--- src/rtl/multibyte_serial_adder.sv ---
// Byte-serial add/subtract sequencer around an 8-bit carry-lookahead adder.
// Wide operands are latched on start and processed one byte per cycle, LSB byte first.

module eight_bit_look_ahead_carry_adder (
  input  logic [7:0] a,
  input  logic [7:0] b,
  input  logic       c_in,
  output logic [7:0] sum,
  output logic       c_out
);

  logic [7:0] g_s;
  logic [7:0] p_s;
  logic [8:0] c_s;
  logic       term_s;

  assign g_s = a & b;
  assign p_s = a ^ b;

  // Each carry is a flat sum-of-products of generate/propagate terms, not a ripple chain.
  always_comb begin
    c_s    = 9'd0;
    term_s = 1'b0;
    c_s[0] = c_in;
    for (int i = 0; i < 8; i++) begin
      term_s = c_in;
      for (int k = 0; k <= i; k++) begin
        term_s = term_s & p_s[k];
      end
      c_s[i+1] = term_s;
      for (int j = 0; j <= i; j++) begin
        term_s = g_s[j];
        for (int k = j + 1; k <= i; k++) begin
          term_s = term_s & p_s[k];
        end
        c_s[i+1] = c_s[i+1] | term_s;
      end
    end
  end

  assign sum   = p_s ^ c_s[7:0];
  assign c_out = c_s[8];

endmodule

module multibyte_serial_adder #(
  parameter int NBYTES = 4
) (
  input  logic                  clk,
  input  logic                  rst,
  input  logic                  start,
  input  logic                  sub,
  input  logic                  cin,
  input  logic [8*NBYTES-1:0]   a,
  input  logic [8*NBYTES-1:0]   b,
  output logic                  in_ready,
  output logic                  busy,
  output logic                  done,
  output logic [8*NBYTES-1:0]   sum,
  output logic                  cout,
  output logic                  ovf
);

  localparam int W    = 8 * NBYTES;
  localparam int IDXW = (NBYTES > 1) ? $clog2(NBYTES) : 1;
  localparam logic [IDXW-1:0] LAST_IDX = IDXW'(NBYTES - 1);

  typedef enum logic [1:0] {
    IDLE = 2'd0,
    ADD  = 2'd1,
    DONE = 2'd2
  } state_t;

  state_t          state_r;
  state_t          state_next_s;
  logic            accept_s;
  logic            last_s;
  logic [IDXW-1:0] idx_r;
  logic [W-1:0]    a_r;
  logic [W-1:0]    b_r;
  logic            carry_r;
  logic [7:0]      a_byte_s;
  logic [7:0]      b_byte_s;
  logic [7:0]      sum_byte_s;
  logic            c_out_s;

  assign last_s = (idx_r == LAST_IDX);

  // Next-state decode; a start is only taken when the sequencer is IDLE or DONE.
  always_comb begin
    state_next_s = state_r;
    accept_s     = 1'b0;
    case (state_r)
      IDLE: begin
        if (start) begin
          accept_s     = 1'b1;
          state_next_s = ADD;
        end else begin
          state_next_s = IDLE;
        end
      end
      ADD: begin
        if (last_s) begin
          state_next_s = DONE;
        end else begin
          state_next_s = ADD;
        end
      end
      DONE: begin
        if (start) begin
          accept_s     = 1'b1;
          state_next_s = ADD;
        end else begin
          state_next_s = IDLE;
        end
      end
      default: begin
        state_next_s = IDLE;
      end
    endcase
  end

  // State register; status outputs are registered from the next state so they never glitch.
  always_ff @(posedge clk) begin
    if (rst) begin
      state_r  <= IDLE;
      busy     <= 1'b0;
      done     <= 1'b0;
      in_ready <= 1'b1;
    end else begin
      state_r  <= state_next_s;
      busy     <= (state_next_s == ADD);
      done     <= (state_next_s == DONE);
      in_ready <= (state_next_s == IDLE) || (state_next_s == DONE);
    end
  end

  // Byte slice selection for the current index.
  always_comb begin
    a_byte_s = 8'd0;
    b_byte_s = 8'd0;
    for (int k = 0; k < NBYTES; k++) begin
      a_byte_s = (idx_r == IDXW'(k)) ? a_r[8*k +: 8] : a_byte_s;
      b_byte_s = (idx_r == IDXW'(k)) ? b_r[8*k +: 8] : b_byte_s;
    end
  end

  eight_bit_look_ahead_carry_adder u_adder (
    .a     (a_byte_s),
    .b     (b_byte_s),
    .c_in  (carry_r),
    .sum   (sum_byte_s),
    .c_out (c_out_s)
  );

  // Operand latch on accept, then one sum byte per ADD cycle with the carry held between bytes.
  always_ff @(posedge clk) begin
    if (rst) begin
      a_r     <= {W{1'b0}};
      b_r     <= {W{1'b0}};
      carry_r <= 1'b0;
      idx_r   <= {IDXW{1'b0}};
      sum     <= {W{1'b0}};
      cout    <= 1'b0;
      ovf     <= 1'b0;
    end else if (accept_s) begin
      a_r     <= a;
      b_r     <= sub ? ~b : b;
      carry_r <= sub ? 1'b1 : cin;
      idx_r   <= {IDXW{1'b0}};
    end else if (state_r == ADD) begin
      for (int k = 0; k < NBYTES; k++) begin
        if (idx_r == IDXW'(k)) begin
          sum[8*k +: 8] <= sum_byte_s;
        end
      end
      carry_r <= c_out_s;
      if (last_s) begin
        cout  <= c_out_s;
        ovf   <= (a_r[W-1] ~^ b_r[W-1]) & (sum_byte_s[7] ^ a_r[W-1]);
        idx_r <= {IDXW{1'b0}};
      end else begin
        idx_r <= idx_r + 1'b1;
      end
    end
  end

endmodule
--- config.mk ---
export PLATFORM = sky130hd
export DESIGN_NAME = multibyte_serial_adder
export DESIGN_NICKNAME = d
export VERILOG_FILES = /design/src/rtl/multibyte_serial_adder.sv
export SDC_FILE = /design/constraint.sdc
export NUM_CORES = 1
export LEC_CHECK = 0
export CAP_MARGIN = 40
export CORE_ASPECT_RATIO = 0.5
export CORE_MARGIN = 2
export CORE_UTILIZATION = 55
export CTS_BUF_LIST = sky130_fd_sc_hd__clkbuf_8 sky130_fd_sc_hd__clkbuf_16
export CTS_CLUSTER_DIAMETER = 80
export DETAILED_ROUTE_END_ITERATION = 8
export GPL_TIMING_DRIVEN = 0
export PLACE_DENSITY = 0.86
export SLEW_MARGIN = 20
export SYNTH_ARGS = -nofsm -noshare
export SYNTH_HDL_FRONTEND = slang
export SYNTH_SLANG_ARGS = --single-unit
--- constraint.sdc ---
create_clock -name clk -period 5.76 [get_ports clk]
set_clock_uncertainty 0.15 [all_clocks]
set_input_delay 0.576 -clock clk [delete_from_list [all_inputs] [get_ports clk]]
set_output_delay 0.576 -clock clk [all_outputs]
set_load 0.02 [all_outputs]
-- Word level (Yosys, flattened, before mapping)
Index checks and enable logic that the tools add are counted.
- flip-flop bits (word level): 106
- latch bits: 0
- bits in writable memories: 0
- ROM bits: 0
- input bits: 69
- output and inout port bits: 37
- logic and storage cells: 131
- memories: 0
- add/subtract/negate cells: 1
- multiply operators: 0
- div/mod/pow operators: 0
- $lt $le $gt $ge: 0
- eq/ne operators: 7
- shifts and indexed selects: 0
- multiplexer cells: 18
- bitwise gates (word level): 80
- reductions and logical operators: 11
- operators by type and width (kind ; number):
    $mux 8 ; 8
    $and 1x1->1 ; 37
    $or 1x1->1 ; 36
    $mux 32 ; 1
    $not 32->32 ; 1
    $xor 8x8->8 ; 2
    $reduce_and 3->1 ; 4
    $and 8x8->8 ; 1
    $eq 2x2->1 const B ; 4
    $eq 2x1->1 const B ; 3
    $logic_not 2->1 ; 3
    $mux 1 ; 6
    $mux 2 ; 2
    $pmux 2 s2 ; 1
    $reduce_or 2->1 ; 2
    $add 2x1->2 const B ; 1
    $reduce_bool 2->1 ; 1
    $logic_or 1x1->1 ; 1
    $not 1->1 ; 1
    $xnor 1x1->1 ; 1
    $xor 1x1->1 ; 1

-- Longest topological paths before layout
- depth after elaboration: 24
- mapped depth: 15
- mapped depth without buffers: 14

-- Hierarchy
Synthesis repeated with hierarchy kept, for this count alone.
- cell total of the unflattened synthesis: 548
- area total of the unflattened synthesis: 5221.3 µm²
- by module, submodules not included (module ; times used ; cells an instance ; area each (µm²) ; seq. area each (µm²)):
    multibyte_serial_adder ; 1 ; 509 ; 4893.4 ; 2122.0
    eight_bit_look_ahead_carry_adder ; 1 ; 39 ; 327.8 ; 0.0

-- Least setup slack after synthesis
OpenSTA, ideal clock, no wires.
- kind: reg-to-reg
- from: reg idx_r[0]
- to: reg ovf
- arrival: 2.927 ns
- data required time: 5.536 ns
- slack: 2.609 ns
- stages on the path, launching flop included: 15
- period minus slack after synthesis: 3.151 ns
- path through: dfxtp_1 > inv_1 > ha_1 > clkbuf_1 > clkbuf_1 > a21oi_1 > nor2_1 > a21o_1 > ha_1 > ha_1 > o21ai_0 > a211o_1 > a21boi_1 > or4_1 > a31oi_1
- longest elaborated chain between the ends: 23
- elaborated cells between the ends (all ways): 53
- RTL lines (what ; line ; source):
    start: declaration ; 78 ; logic [IDXW-1:0] idx_r;
    start signal: assignment ; 162 ; idx_r <= {IDXW{1'b0}};
    start signal: assignment ; 170 ; idx_r <= {IDXW{1'b0}};
    start signal: assignment ; 181 ; idx_r <= {IDXW{1'b0}};
    $logic_not 2->1 ; 143, 144 ;
    $mux 8 (on tied branches) (4 in a row) ; 143, 144 ;
    $xor 8x8->8 ; 18 ; assign p_s = a ^ b;
    $and 1x1->1 (7 in a row) ; 28 ; term_s = term_s & p_s[k];
    $or 1x1->1 (7 in a row) ; 36 ; c_s[i+1] = c_s[i+1] | term_s;
    $xor 8x8->8 ; 41 ; assign sum = p_s ^ c_s[7:0];
    $xor 1x1->1 ; 180 ; ovf <= (a_r[W-1] ~^ b_r[W-1]) & (sum_byte_s[7] ^ a_r[W-1]);
    $and 1x1->1 ; 180 ;
    end signal: assignment ; 180 ;
    end: declaration ; 61 ; output logic ovf
Several ways; a longest one is shown, not always the timed one.
A chain may end at the register's enable or synchronous reset.

-- Worst setup path after layout
- from: reg idx_r[1]
- to: reg sum[5]
- longest elaborated chain between the ends: 17
- elaborated cells between the ends (all ways): 36
- RTL lines (what ; line ; source):
    $logic_not 2->1 ; 143, 144, 173 ;
    $mux 8 (on tied branches) (4 in a row) ; 143, 144 ;
    $xor 8x8->8 ; 18 ;
    $and 1x1->1 (5 in a row) ; 28 ;
    $or 1x1->1 (5 in a row) ; 36 ;
    $xor 8x8->8 ; 41 ;
    end signal: assignment ; 163 ; sum <= {W{1'b0}};
    end signal: indexed assignment ; 174 ; sum[8*k +: 8] <= sum_byte_s;
    end: declaration ; 59 ; output logic [8*NBYTES-1:0] sum,
Several ways; a longest one is shown, not always the timed one.

==> reports/qor.txt <==
biggest area consumer among synthesized cells - dfxtp_1
Worst Tran Pin Value - 0.591 ns
Max Slew Vio Count - 0
Cell Chain, Critical Path - inv_1, ha_1, clkbuf_1, clkbuf_1, nand3b_1, a21oi_1, a21oi_1, o21ai_0, ha_1, o21ai_0, a21oi_2, o211ai_2, o211ai_1, o31ai_1
Tmin final - 4.00 ns
Pwr per Cell Area - 275 nW/um2
crit path kind - reg -> reg
CTS root buf - clkbuf_16
cts repair resizes - 0
Slew HR - 60.6%
top post-synthesis cells by area - dfxtp_1 (43%), a21oi_1 (9.3%), nand2_1 (9.2%), xnor2_1 (5.9%), a211oi_1 (5.2%)
CP endpoint kind - register
synthesized flop and latch total - 106
max cap viols - 0
routability cong. - 0.904
most frequent cell after synthesis - nand2_1
VDD IR-drop max - 0.000167 V
Finish-stage setup viols - 0
die width - 137 um
Antenna Cells - 0
worst endpoint required time - 5.87 ns
RSZ-0062 raised after global routing - no
Max Freq - 0.250 GHz
Cell Area, Placed - 6080 um2
final WL - 13,400 um
clk slew on worst S/H paths - 0.07 ns
register area share after synthesis - 43.3%
Sw Pwr - 0.460 mW
Critical-path top delay cell - clkbuf_1
# DRC - 0
Most used DFF post-synth - dfxtp_1
Layout area overhead - 30.8%
layout cell share with drive strength beyond 1 - 3.14%
Post-Synthesis Cells - 614
Final Non-Filler Cells - 850
arrival time of the worst setup path - 4.11 ns
Finished Cell Area - 6400 um2
yosys warns - 0
core area - 8680 um2
crit-path leading delay family - compound AO/OA/AOI/OAI gates
Post-synth EDFFs - 0
row count - 24
global-route wire length before repair - 21,400 um
Final Hold Fails - 0
fin nets - 812
Seq pwr share - 45.6%
syn_area_per_cell - 7.98 um2
Port-buffer cells - 104
final total power - 1.76 mW
status - finished, final reports clean
total gr overflow - 0
H-tree levels - 3
dpl cells - 835
post-synth top area share - 43.3%
Clock power frac - 37.2%
Buffers & Inverters on Critical Path - 3
vias in the first global route - 4,392
number of buffers created by CTS - 9
crit-path max FO - 10
CTS tree - done
synth cell count leaders - nand2_1 (120), dfxtp_1 (106), a21oi_1 (91), nor2_1 (54), clkbuf_1 (40)
Starting Density - 56.4%
DR iter-0 viols - 376
CP Launch Type - register
Setup TNS Final - 0 ns
Clock Path Buffers - 2
worst slack, placed - 1.99 ns
number of routed nets with antenna violations - 0
via count - 4,858
Sw Ratio - 26.1%
initial antenna violation count - 0
largest net degree at the start of global routing - 17
Cell variety after synth - 40
post-DP HPWL - 9960 um
Clock Latency Late Sink - 0.35 ns
CTS Sinks - 106
final critical-path setup slack - 1.76 ns
Vias/cell - 5.72
Top Ports - 106
HP Class - reg -> reg
First-pass DRT Iterations - 5
height of the die - 70.7 um
WL/cell - 15.8 um
Setup Fix Bufs, Post-CTS - 0
Cell Int Power - 1.30 mW
Combinational Power Share - 17.2%
total track usage - 28.2%
Final Cycle Share - 69.5%
Syn Nets - 697
Leak - 2.26 nW
Cell Area, Synth - 4900 um2
ys async rst share - 0%
die area - 9720 um2
Post-CTS Hold Buffers - 0
slowest stage delay, CP - 0.46 ns
-- final timing paths --
check | start | to | cells after the start | slack, ns
worst max-delay path | idx_r[1]$_SDFFE_PP0P_ | sum[5]$_SDFFE_PP0P_ | 14 | 1.76
worst min-delay path | a_r[3]$_SDFFE_PP0P_ | a_r[3]$_SDFFE_PP0P_ | 2 | 0.31
worst max register to register | idx_r[1]$_SDFFE_PP0P_ | sum[5]$_SDFFE_PP0P_ | 14 | 1.76
worst min register to register | a_r[3]$_SDFFE_PP0P_ | a_r[3]$_SDFFE_PP0P_ | 2 | 0.31
-- layout by cell type, fill, tap and decap left out, types with 9 or more instances in the layout --
| cell type | instances |
|---|---|
| nand3b_1 | 18 |
| nand2_1 | 120 |
| a21oi_1 | 91 |
| a211oi_1 | 34 |
| or3_1 | 12 |
| clkbuf_1 | 40 |
| o21ai_0 | 19 |
| dfxtp_1 | 106 |
| xnor2_1 | 33 |
| clkbuf_16 | 9 |
| ha_1 | 13 |
| nand3_1 | 9 |
| clkdlybuf4s50_1 | 104 |
| nor2_1 | 54 |
-- cell type report --
class / count / area (um2)
buffer: 51 / 198
clock inverter: 5 / 80.1
timing repair buffer: 104 / 1040
inverter: 5 / 18.8
fill: 688 / 2270
clock buffer: 10 / 239
sequential: 106 / 2120
tap: 117 / 146
multi-input combinational: 452 / 2560
-- state kept, by name, indices dropped and copies added, names as in the netlist --
name / count
carry_r: 1
a_r: 32
state_r: 2
sum: 32
ovf: 1
cout: 1
idx_r: 2
b_r: 32
in_ready: 1
done: 1
busy: 1
-- stage by stage --
step | util, % | hold slack, ns
3_5_place_dp | 70.1 | 0.299
2_1_floorplan | - | 0.286
5_1_grt | 73.8 | 0.325
4_1_cts | 73.8 | 0.308
6_report | 73.8 | 0.306
3_3_place_gp | 70.1 | 0.292
-- power by group through the flow --
stage          registers (mW)  logic (mW)  clock network [mW]
3_5_place_dp            0.817       0.297                   0
2_1_floorplan           0.817       0.175                   0
5_1_grt                 0.806       0.332               0.688
6_report                0.802       0.304               0.655
4_1_cts                 0.801       0.300               0.655
3_3_place_gp            0.815       0.290                   0
-- logic make-up (layout without fill, tap and decap cells) --
family	after synthesis	after routing	share of synthesized area, %
xor+xnor	34	34	6.08
mux	3	3	0.613
compound gates	171	171	21.1
flops	106	106	43.3
buf+inv	56	175	4.42
simple gates	230	230	20.8
fa+ha+maj	14	14	3.73
-- tightest hold or removal path: stages, from the launching register on --
cell and delay, ns:
dfxtp_1 0.31, nand2_1 0.05, a21oi_1 0.05
-- metal layers --
layer  GRT usage [%]  share of wire [%]  up-vias
met1            38.9                 46     2273
li1                -                  -     2339
met4            9.74                1.6        0
met3            4.95                7.5       25
met2            45.2                 45      221
met5               0                  0        -
No activity file was read; power rests on OpenSTA's default activity.
